### config.mk
export PLATFORM = sky130hd
export DESIGN_NAME = histo_readout_seq
export DESIGN_NICKNAME = d
export VERILOG_FILES = /design/src/rtl/histo_readout_seq.sv
export SDC_FILE = /design/constraint.sdc
export NUM_CORES = 1
export LEC_CHECK = 0
export ABC_AREA = 1
export BUFFER_PORTS_ARGS = -buffer_cell sky130_fd_sc_hd__buf_2
export CAP_MARGIN = 30
export CORE_UTILIZATION = 30
export CTS_BUF_LIST = sky130_fd_sc_hd__clkbuf_4 sky130_fd_sc_hd__clkbuf_8
export CTS_CLUSTER_DIAMETER = 40
export DETAILED_ROUTE_END_ITERATION = 12
export HOLD_SLACK_MARGIN = 0.05
export SETUP_SLACK_MARGIN = 0.5
export SYNTH_ARGS = -nofsm -noshare
export SYNTH_HDL_FRONTEND = slang
export SYNTH_SLANG_ARGS = --single-unit
export TNS_END_PERCENT = 10
### constraint.sdc
create_clock -name clk_adc -period 2.64 [get_ports clk_adc]
set_input_delay 0 -clock clk_adc [delete_from_list [all_inputs] [get_ports clk_adc]]
set_output_delay 0 -clock clk_adc [all_outputs]
set_load 0.02 [all_outputs]
### src/rtl/histo_readout_seq.sv
// histo_readout_seq
//   Sweeps the histogram channel select through every channel, waits for the
//   trigger block's select-to-data pipeline to settle, snapshots the whole
//   histogram bank of that channel and streams it out word by word over a
//   valid/ready port. Runs entirely in the clk_adc domain.
//
//   Optional build macro: CLEAR_AFTER_READ_EN
//     defined   : a one-cycle resethist_req pulse follows the final word of a
//                 sweep (CLEAR state), and done comes one cycle later.
//     undefined : no CLEAR state, resethist_req is tied low.
//
//   Stream handshake: out_data/out_valid/out_last are registered. A word is
//   transferred on a clk_adc edge where out_valid && out_ready; while
//   out_ready is low all three outputs hold, for as long as the consumer
//   likes. out_valid never drops without a transfer.

module histo_readout_seq #(
  parameter int NCHAN  = 16,
  parameter int NHIST  = 8,
  parameter int WORDW  = 32,
  parameter int SETTLE = 3
) (
  input  logic                   clk_adc,
  input  logic                   reset,
  input  logic                   start,
  output logic [7:0]             histostosend,
  input  logic [NHIST*WORDW-1:0] histosout,
  output logic [WORDW-1:0]       out_data,
  output logic                   out_valid,
  input  logic                   out_ready,
  output logic                   out_last,
  output logic                   busy,
  output logic                   done,
  output logic [15:0]            sweep_count,
  output logic                   resethist_req,
  output logic [1:0]             dbg_state_o
);

  // Index width for the histogram word counter (at least one bit).
  localparam int HW = (NHIST > 1) ? $clog2(NHIST) : 1;

  localparam logic [7:0]    CHAN_LAST = 8'(NCHAN - 1);
  localparam logic [HW-1:0] HIDX_LAST = HW'(NHIST - 1);
  // The settle counter is loaded with SETTLE-1 so that capture happens on
  // the SETTLE-th edge after the select changed.
  localparam logic [7:0]    CNT_INIT  = 8'(SETTLE - 1);

`ifdef CLEAR_AFTER_READ_EN
  typedef enum logic [1:0] {
    IDLE   = 2'd0,
    SELECT = 2'd1,
    SEND   = 2'd2,
    CLEAR  = 2'd3
  } state_e;
`else
  typedef enum logic [1:0] {
    IDLE   = 2'd0,
    SELECT = 2'd1,
    SEND   = 2'd2
  } state_e;
`endif

  state_e                 state_q, state_d;
  logic [7:0]             chan_q, chan_d;
  logic [HW-1:0]          hidx_q, hidx_d;
  logic [7:0]             cnt_q, cnt_d;
  logic [NHIST*WORDW-1:0] shadow_q, shadow_d;
  logic [7:0]             sel_q, sel_d;
  logic [WORDW-1:0]       data_q, data_d;
  logic                   valid_q, valid_d;
  logic                   last_q, last_d;
  logic                   busy_q, busy_d;
  logic                   done_q, done_d;
  logic [15:0]            count_q, count_d;
`ifdef CLEAR_AFTER_READ_EN
  logic                   rhreq_q, rhreq_d;
`endif

  logic                   hs;
  logic [HW-1:0]          hidx_inc;
  logic [WORDW-1:0]       shadow_word;

  assign hs       = valid_q && out_ready;
  assign hidx_inc = hidx_q + 1'b1;

  // Pick the next shadow word to present after a mid-channel handshake.
  always_comb begin
    shadow_word = '0;
    for (int h = 0; h < NHIST; h++) begin
      if (hidx_inc == HW'(h)) begin
        shadow_word = shadow_q[h*WORDW +: WORDW];
      end
    end
  end

  // Next-state and output-register logic for the sweep sequencer.
  always_comb begin
    state_d  = state_q;
    chan_d   = chan_q;
    hidx_d   = hidx_q;
    cnt_d    = cnt_q;
    shadow_d = shadow_q;
    sel_d    = sel_q;
    data_d   = data_q;
    valid_d  = valid_q;
    last_d   = last_q;
    busy_d   = busy_q;
    done_d   = 1'b0;
    count_d  = count_q;
`ifdef CLEAR_AFTER_READ_EN
    rhreq_d  = 1'b0;
`endif

    case (state_q)
      IDLE: begin
        // start is only looked at here, so a start while busy is dropped.
        if (start) begin
          sel_d   = 8'd0;
          chan_d  = 8'd0;
          cnt_d   = CNT_INIT;
          busy_d  = 1'b1;
          state_d = SELECT;
        end
      end

      SELECT: begin
        if (cnt_q != 8'd0) begin
          cnt_d = cnt_q - 8'd1;
        end else begin
          // The whole bank is taken on one edge so all words of a channel
          // share the same sample, no matter how long the consumer stalls.
          shadow_d = histosout;
          hidx_d   = '0;
          data_d   = histosout[WORDW-1:0];
          valid_d  = 1'b1;
          last_d   = (chan_q == CHAN_LAST) && (NHIST == 1);
          state_d  = SEND;
        end
      end

      SEND: begin
        if (hs) begin
          if (hidx_q != HIDX_LAST) begin
            hidx_d = hidx_inc;
            data_d = shadow_word;
            last_d = (chan_q == CHAN_LAST) && (hidx_inc == HIDX_LAST);
          end else if (chan_q != CHAN_LAST) begin
            // Move the select on and let the trigger pipeline settle again.
            chan_d  = chan_q + 8'd1;
            sel_d   = chan_q + 8'd1;
            cnt_d   = CNT_INIT;
            valid_d = 1'b0;
            last_d  = 1'b0;
            state_d = SELECT;
          end else begin
            valid_d = 1'b0;
            last_d  = 1'b0;
`ifdef CLEAR_AFTER_READ_EN
            rhreq_d = 1'b1;
            state_d = CLEAR;
`else
            done_d  = 1'b1;
            busy_d  = 1'b0;
            count_d = count_q + 16'd1;
            sel_d   = 8'd0;
            state_d = IDLE;
`endif
          end
        end
      end

`ifdef CLEAR_AFTER_READ_EN
      CLEAR: begin
        // resethist_req falls here via its default; the sweep completes.
        done_d  = 1'b1;
        busy_d  = 1'b0;
        count_d = count_q + 16'd1;
        sel_d   = 8'd0;
        state_d = IDLE;
      end
`endif

      default: begin
        state_d = IDLE;
      end
    endcase
  end

  // State and datapath registers; reset aborts any sweep and drops the word.
  always_ff @(posedge clk_adc) begin
    if (reset) begin
      state_q  <= IDLE;
      chan_q   <= 8'd0;
      hidx_q   <= '0;
      cnt_q    <= 8'd0;
      shadow_q <= '0;
      sel_q    <= 8'd0;
      data_q   <= '0;
      valid_q  <= 1'b0;
      last_q   <= 1'b0;
      busy_q   <= 1'b0;
      done_q   <= 1'b0;
      count_q  <= 16'd0;
    end else begin
      state_q  <= state_d;
      chan_q   <= chan_d;
      hidx_q   <= hidx_d;
      cnt_q    <= cnt_d;
      shadow_q <= shadow_d;
      sel_q    <= sel_d;
      data_q   <= data_d;
      valid_q  <= valid_d;
      last_q   <= last_d;
      busy_q   <= busy_d;
      done_q   <= done_d;
      count_q  <= count_d;
    end
  end

`ifdef CLEAR_AFTER_READ_EN
  // Histogram clear request register, one cycle wide after the final word.
  always_ff @(posedge clk_adc) begin
    if (reset) begin
      rhreq_q <= 1'b0;
    end else begin
      rhreq_q <= rhreq_d;
    end
  end

  assign resethist_req = rhreq_q;
`else
  assign resethist_req = 1'b0;
`endif

  assign histostosend = sel_q;
  assign out_data     = data_q;
  assign out_valid    = valid_q;
  assign out_last     = last_q;
  assign busy         = busy_q;
  assign done         = done_q;
  assign sweep_count  = count_q;
  assign dbg_state_o  = state_q;

endmodule

==> metrics.csv, run 1 <==
metric,value,unit
drt-total-wl,66900,µm
relSlewSlack,0.498,
drcViolationCount,0,
max_slew.worst_pin.slew,0.753,ns
crit_required,3.22,ns
critPathLaunchType,register,
antenna_found_initial,7,
core,51600,µm²
synth_flop_cell,dfxtp_1,
clk_path_buf_depth,3,
firstDrtPassIters,5,
ios,323,
drtAntennaViolNets,0,
grt_max_degree,85,
crit_chain,ha_4 -> ha_4 -> nand2_1 -> inv_1 -> buf_12 -> a21oi_1 -> nand2_1 -> nand2_1 -> nand2_1 -> nand2_1 -> nand2_1 -> a21oi_1,
worstPathArrival,2.73,ns
drive_above_1_share,0.195,
cp_num_cells,12,
start_util,0.306,
ctsHtreeMaxLevel,3,
cp_max_fo,23,
dieWidth,231,µm
vias,17300,
die_area,53600,µm²
nets,3184,
ir_drop,0.472,mV
seq_area_frac_synth,0.427,
rows,83,
post-dp-hpwl,49000,µm
endpoint_kind,register,
grt_pass1_wl,97800,µm
async_flop_share,0,
slowest_delay,0.38,ns
syn_avg_cell_area,6.69,µm²
area_delta_synth_final,43.7,%
syn_nets,2630,
cts_root_buffer,clkbuf_8,
finalSetupTns,0,ns
clk_pin_slew_worst_paths,0.06,ns
hold_viol,0,
synthesis.area,15800,µm²
path_class,reg -> reg,
cts_tree,yes,
io_buffer_count,321,
clock-sinks,337,
gp_congestion,0.970,
via_per_inst,4.73,
drt-initial-drc-count,1553,
r2r_cells,12,
wl_per_cell,18.3,µm
cts_inserted_buffers,69,
path_common_cell,nand2_1,
worstPathBufferInverterCount,2,
die_h,231,µm
grt_use_total,0.241,
drv_cap,0,
skew,0.0356,ns
clkLatencyLatePin,0.65,ns
synth_edf_count,0,
grt_pass1_vias,16200,
fmax,466,MHz
synth_cell_types,40,
period_needed,2.15,ns
setup_violations,0,
synthCells,2360,
outcome,finished clean,
cp_top_family,simple AND/OR/NAND/NOR gates,
rsz0062_at_grt,true,
overflow,0,
drv_slew,0,
slowest_stage,a21oi_1,
final_util,0.440,
p_leak,10.1,nW
holdPathStages,4,
finalCritPeriodShare,0.813,
yosysWarnings,0,
hold_path.class,in -> reg,
p_per_area,1110,nW/µm²
yosys_register_bits,337,
[synth_stat cells (2+ instances only)]
library cell / count / area share
dfxtp_1: 337 / 0.43
nand2_1: 461 / 0.11
nor2_4: 4 / 0.0029
or2_2: 15 / 0.0059
inv_2: 9 / 0.0021
nand2_4: 2 / 0.0014
nor3b_1: 3 / 0.0014
nor2_2: 2 / 0.00079
clkbuf_1: 87 / 0.021
nor2_1: 391 / 0.093
buf_4: 4 / 0.0019
and3_1: 2 / 0.00079
a31oi_1: 2 / 0.00079
a21oi_1: 258 / 0.082
ha_1: 10 / 0.0079
nand3_1: 110 / 0.035
buf_1: 3 / 0.00071
xnor2_1: 2 / 0.0011
xor2_1: 9 / 0.0050
o21ai_0: 297 / 0.094
a211oi_2: 2 / 0.0016
nand2_2: 4 / 0.0016
inv_1: 251 / 0.060
buf_2: 44 / 0.014
buf_6: 21 / 0.015
clkinv_1: 2 / 0.00048
o21ai_1: 2 / 0.00063
nand4_1: 2 / 0.00079
nor3_1: 9 / 0.0029
nand3b_1: 5 / 0.0024
[kinds of logic (layout without fill, tap and decap cells)]
group / after synthesis / count (layout) / synth area share
AND/OR/NAND/NOR: 1014 / 1014 / 0.262
adder cells (fa/ha/maj): 10 / 10 / 0.00792
XOR/XNOR: 11 / 11 / 0.00610
other: 1 / 7 / 0.000237
flip-flops: 337 / 337 / 0.427
AO/OA/AOI/OAI: 566 / 566 / 0.182
buffers and inverters: 421 / 1027 / 0.114
[report_power, final]
group | switching, mW | internal, mW | total [mW]
Combinational | 7.05 | 3.70 | 10.8
Clock | 2.50 | 3.98 | 6.48
Sequential | 1.00 | 6.93 | 7.93
Total | 10.6 | 14.6 | 25.2
[area by class of cell]
| cell class | count | area (µm²) |
|---|---|---|
| clock inverter | 26 | 387 |
| inverter | 262 | 1010 |
| timing repair inverter | 1 | 5.00 |
| sequential | 337 | 6750 |
| antenna | 6 | 15.0 |
| timing repair buffer | 641 | 5040 |
| clock buffer | 97 | 1250 |
| multi-input combinational | 1602 | 7370 |
| fill | 5360 | 28900 |
| tap | 680 | 851 |
[registers in the layout (all words and copies together), names as in the netlist]
name	count
busy	1
chan_q	8
cnt_q	8
dbg_state_o	2
done	1
hidx_q	3
histostosend	8
out_data	32
out_last	1
out_valid	1
shadow_q	256
sweep_count	16
[tightest hold or removal path, cell delays in order]
cell           delay, ns
dlygate4sd3_1       0.52
buf_2               0.09
o21ai_0             0.07
nor2_1              0.08
[placed cells by master (no fill, tap or decap), types with 12 or more instances in the layout]
master / netlist / final
a21oi_1: 258 / 251
buf_12: 0 / 22
buf_2: 44 / 321
buf_4: 4 / 28
clkbuf_4: 0 / 13
clkbuf_8: 0 / 84
dfxtp_1: 337 / 335
dlygate4sd3_1: 0 / 260
inv_1: 251 / 250
nand2_1: 461 / 450
nand2_2: 4 / 12
nand3_1: 110 / 109
nor2_1: 391 / 390
o21ai_0: 297 / 285
o21ai_1: 2 / 13
or2_2: 15 / 15
[final timing paths]
kind / slack [ns] / end / start
worst max-delay path: 0.49 / out_data[13] / hidx_q[0]
worst min register to register: 0.45 / shadow_q[107] / shadow_q[107]
worst min-delay path: 0.17 / shadow_q[241] / histosout[241]
worst max register to register: 0.49 / out_data[13] / hidx_q[0]
[through the flow]
stage | power [mW] | setup WS (ns) | hold WS [ns] | std cells | instance area [µm²]
2_1_floorplan | 14.6 | 0.702 | 0.166 | 2360 | 15800
3_3_place_gp | 17.7 | 0.130 | 0.251 | 3249 | 18000
3_5_place_dp | 17.7 | 0.105 | 0.255 | 3249 | 18000
4_1_cts | 24.7 | 0.427 | 0.131 | 3634 | 22400
5_1_grt | 26.8 | 0.443 | 0.176 | 3650 | 22700
6_report | 25.2 | 0.494 | 0.168 | 3652 | 22700
[timing repair]
item                                    CTS  global route
endpoints found under the hold margin   332             0
endpoints found under the setup margin   36            67
hold buffers                            260             0
buffers inserted                          2             7
pin swaps                                 2             4
resized for setup                        21            55
cloned                                    0             5
[per-layer routing]
layer	track usage	wire (µm)	vias up
li1	-	-	8590
met1	0.309	28500	7873
met2	0.373	30000	648
met3	0.0561	4690	161
met4	0.132	3740	2
met5	0	11	-
No activity file was read; power rests on OpenSTA's default activity.
==> run 2, diff against run 1 <==
--- a/config.mk
+++ b/config.mk
@@ -5,7 +5,7 @@
 export SDC_FILE = /design/constraint.sdc
 export NUM_CORES = 1
 export LEC_CHECK = 0
-export ABC_AREA = 1
+export ABC_AREA = 0
 export BUFFER_PORTS_ARGS = -buffer_cell sky130_fd_sc_hd__buf_2
 export CAP_MARGIN = 30
 export CORE_UTILIZATION = 30
==> constraint.sdc (replaced) <==
create_clock -name clk_adc -period 2.2 [get_ports clk_adc]
set_input_delay 0 -clock clk_adc [delete_from_list [all_inputs] [get_ports clk_adc]]
set_output_delay 0 -clock clk_adc [all_outputs]
set_load 0.02 [all_outputs]
==> run 2 against run 1 <==
Net effect:
- clock skew down 0.0022 ns
- first-iteration DRC count shrank 1.9%
- synthesized area decreased by 5.2%
- clock power rose by 2%
- global-route usage grew 1.5 points
- die area fell by 5.2%
- sequential share of layout area fell by 0.38 points
- sequential cell count is the same
- critical path type unchanged
- highest routed layer unchanged
==> metrics.csv, run 2 <==
metric,value,unit
outcome,finished clean,
overflow,0,
p_total,25.0,mW
max_slew.worst_pin.slew,0.637,ns
yosys.area_share.xor_xnor,0.0135,
period_needed,2.15,ns
critPathLaunchType,register,
seq_area_frac_synth,0.451,
synth_flop_cell,dfxtp_1,
drtAntennaViolNets,0,
dpl_cell_area,17700,µm²
sw_frac_of_total,0.382,
die_area,50800,µm²
cts_inserted_buffers,66,
drt-total-wl,68700,µm
synth-simple-area-share,0.241,
drt-initial-drc-count,1523,
p_clk_frac,0.264,
synth_compound_area_frac,0.236,
die_h,225,µm
firstDrtPassIters,5,
grt_use_total,0.257,
cts_tree,yes,
synth_cell_types,47,
area_delta_synth_final,53.7,%
grt_pass1_vias,16100,
placed_cells,2872,
via_per_inst,5.10,
antenna_found_initial,2,
grt_max_degree,91,
muxShareOfSynthArea,0.00267,
p_sw,9.54,mW
synthTopCellsByArea,"dfxtp_1 45%, nand2_1 15%, a21oi_1 11%, clkbuf_1 3.1%, nor2b_1 3.1%",
post-dp-hpwl,45500,µm
nets,2849,
wl_per_cell,20.9,µm
drcViolationCount,0,
relSlewSlack,0.574,
synthesis.area,15000,µm²
met2_usage,0.399,
clock-sinks,337,
syn_nets,2237,
endpoint_kind,register,
setup_violations,0,
synth_top_family_by_area,simple AND/OR/NAND/NOR gates,
path_class,reg -> reg,
met3_usage,0.0609,
final_common_cell,nand2_1,
power_frac_seq,0.349,
clk_path_buf_depth,3,
largest_reg_flops,256,
start_util,0.305,
hold_path.class,in -> reg,
clkLatencyLatePin,0.63,ns
finalSetupTns,0,ns
async_flop_share,0,
drv_cap,0,
hold_viol,0,
ir_drop,0.783,mV
gp_congestion,0.872,
vias,16800,
r2r_cells,10,
p_per_area,1090,nW/µm²
syn_avg_cell_area,7.61,µm²
yosysWarnings,0,
io_buffer_count,321,
cts_root_buffer,clkbuf_8,
core,49100,µm²
drive_above_1_share,0.266,
finalCritPeriodShare,0.975,
fin_area,23000,µm²
synth_fa_ha_area_frac,0.00836,
ctsHtreeMaxLevel,3,
fmax,466,MHz
yosys_register_bits,337,
dieWidth,225,µm
grt_pass1_wl,97400,µm
drv_slew,0,
p_int,15.5,mW
netlist.area_leader.share,0.451,
cp_max_fo,14,
p_leak,8.79,nW
p_comb_frac,0.387,
top_usage_layer,met2,
grt_util_met1,0.333,
stdcell_count,3291,
synthCells,1967,
rsz0062_at_grt,true,
fin_ws,0.0542,ns
rows,81,
skew,0.0334,ns
holdPathStages,4,
synth_most_common_cell,nand2_1,
pre_cts_slack,-0.199,ns
clk_pin_slew_worst_paths,0.06,ns
crit_required,2.74,ns
synth_commonest_cells,"597 x nand2_1, 341 x a21oi_1, 337 x dfxtp_1, 125 x clkbuf_1, 84 x nor2_1",
synth_edf_count,0,
yosys.area.top_type,dfxtp_1,
layout_common_cells,"593 x nand2_1, 332 x dfxtp_1, 320 x a21oi_1, 320 x buf_2, 259 x dlygate4sd3_1",
largest-register,shadow_q,
worstPathArrival,2.68,ns
ios,323,
run 2: cells by family (layout without fill, tap and decap cells):
family,after synthesis,after routing
and+or+nand+nor,851,855
muxes,4,4
xor gates and xnor gates,23,23
DFF,337,337
other,1,3
buffers and inverters,172,826
adders and majority gates,10,10
AOI/OAI and AO/OA,569,569
run 2: layer usage:
metal | vias up | wire length, µm
met3 | 142 | 5420
met5 | - | 13
li1 | 7969 | -
met2 | 728 | 30500
met1 | 7959 | 29500
met4 | 2 | 3340
run 2: metrics by stage:
stage / util / hold slack, ns
after floorplan: - / 0.136
after global placement: 0.360 / 0.247
after detailed placement: 0.360 / 0.248
after CTS: 0.455 / 0.122
after global routing: 0.469 / 0.149
final: 0.469 / 0.160
run 2: final cells by class:
class / count / area [µm²]
Inverter: 6 / 22.5
Multi-Input combinational cell: 1462 / 8110
Antenna cell: 2 / 5.00
Clock inverter: 14 / 115
Fill cell: 4882 / 26000
Timing Repair Buffer: 706 / 5900
Clock buffer: 100 / 1260
Sequential cell: 337 / 6760
Tap cell: 664 / 831
run 2: path summary, 6_finish.rpt:
check	startpoint	to	slack (ns)
worst max-delay path	hidx_q[1]	out_data[12]	0.05
worst min register to register	histostosend[7]	histostosend[7]	0.45
worst min-delay path	histosout[186]	shadow_q[186]	0.16
worst max register to register	hidx_q[1]	out_data[12]	0.05
run 2: power by group through the flow:
| stage | registers, mW | clock network (mW) | logic [mW] |
|---|---|---|---|
| 2_1_floorplan | 8.67 | 0 | 4.60 |
| 3_3_place_gp | 8.73 | 0 | 7.33 |
| 3_5_place_dp | 8.75 | 0 | 7.43 |
| 4_1_cts | 8.64 | 6.72 | 8.57 |
| 5_1_grt | 8.81 | 7.00 | 10.4 |
| 6_report | 8.71 | 6.61 | 9.67 |
run 2: what timing repair did:
item / in CTS / in global routing
cloned: 11 / 11
buffers inserted: 10 / 12
gates resized for setup: 118 / 64
setup endpoints to repair: 335 / 336
pin swaps: 31 / 23
hold endpoints to repair: 328 / 0
hold buffers: 259 / 0
run 2: worst max-delay path, cell delays in order (launching register included):
cell      delay [ns]
dfxtp_4         0.36
ha_4            0.17
ha_4            0.30
buf_8           0.14
buf_4           0.14
buf_12          0.15
a21oi_1         0.07
o21ai_2         0.13
a21oi_1         0.11
a211o_1         0.26
a211oi_2        0.21
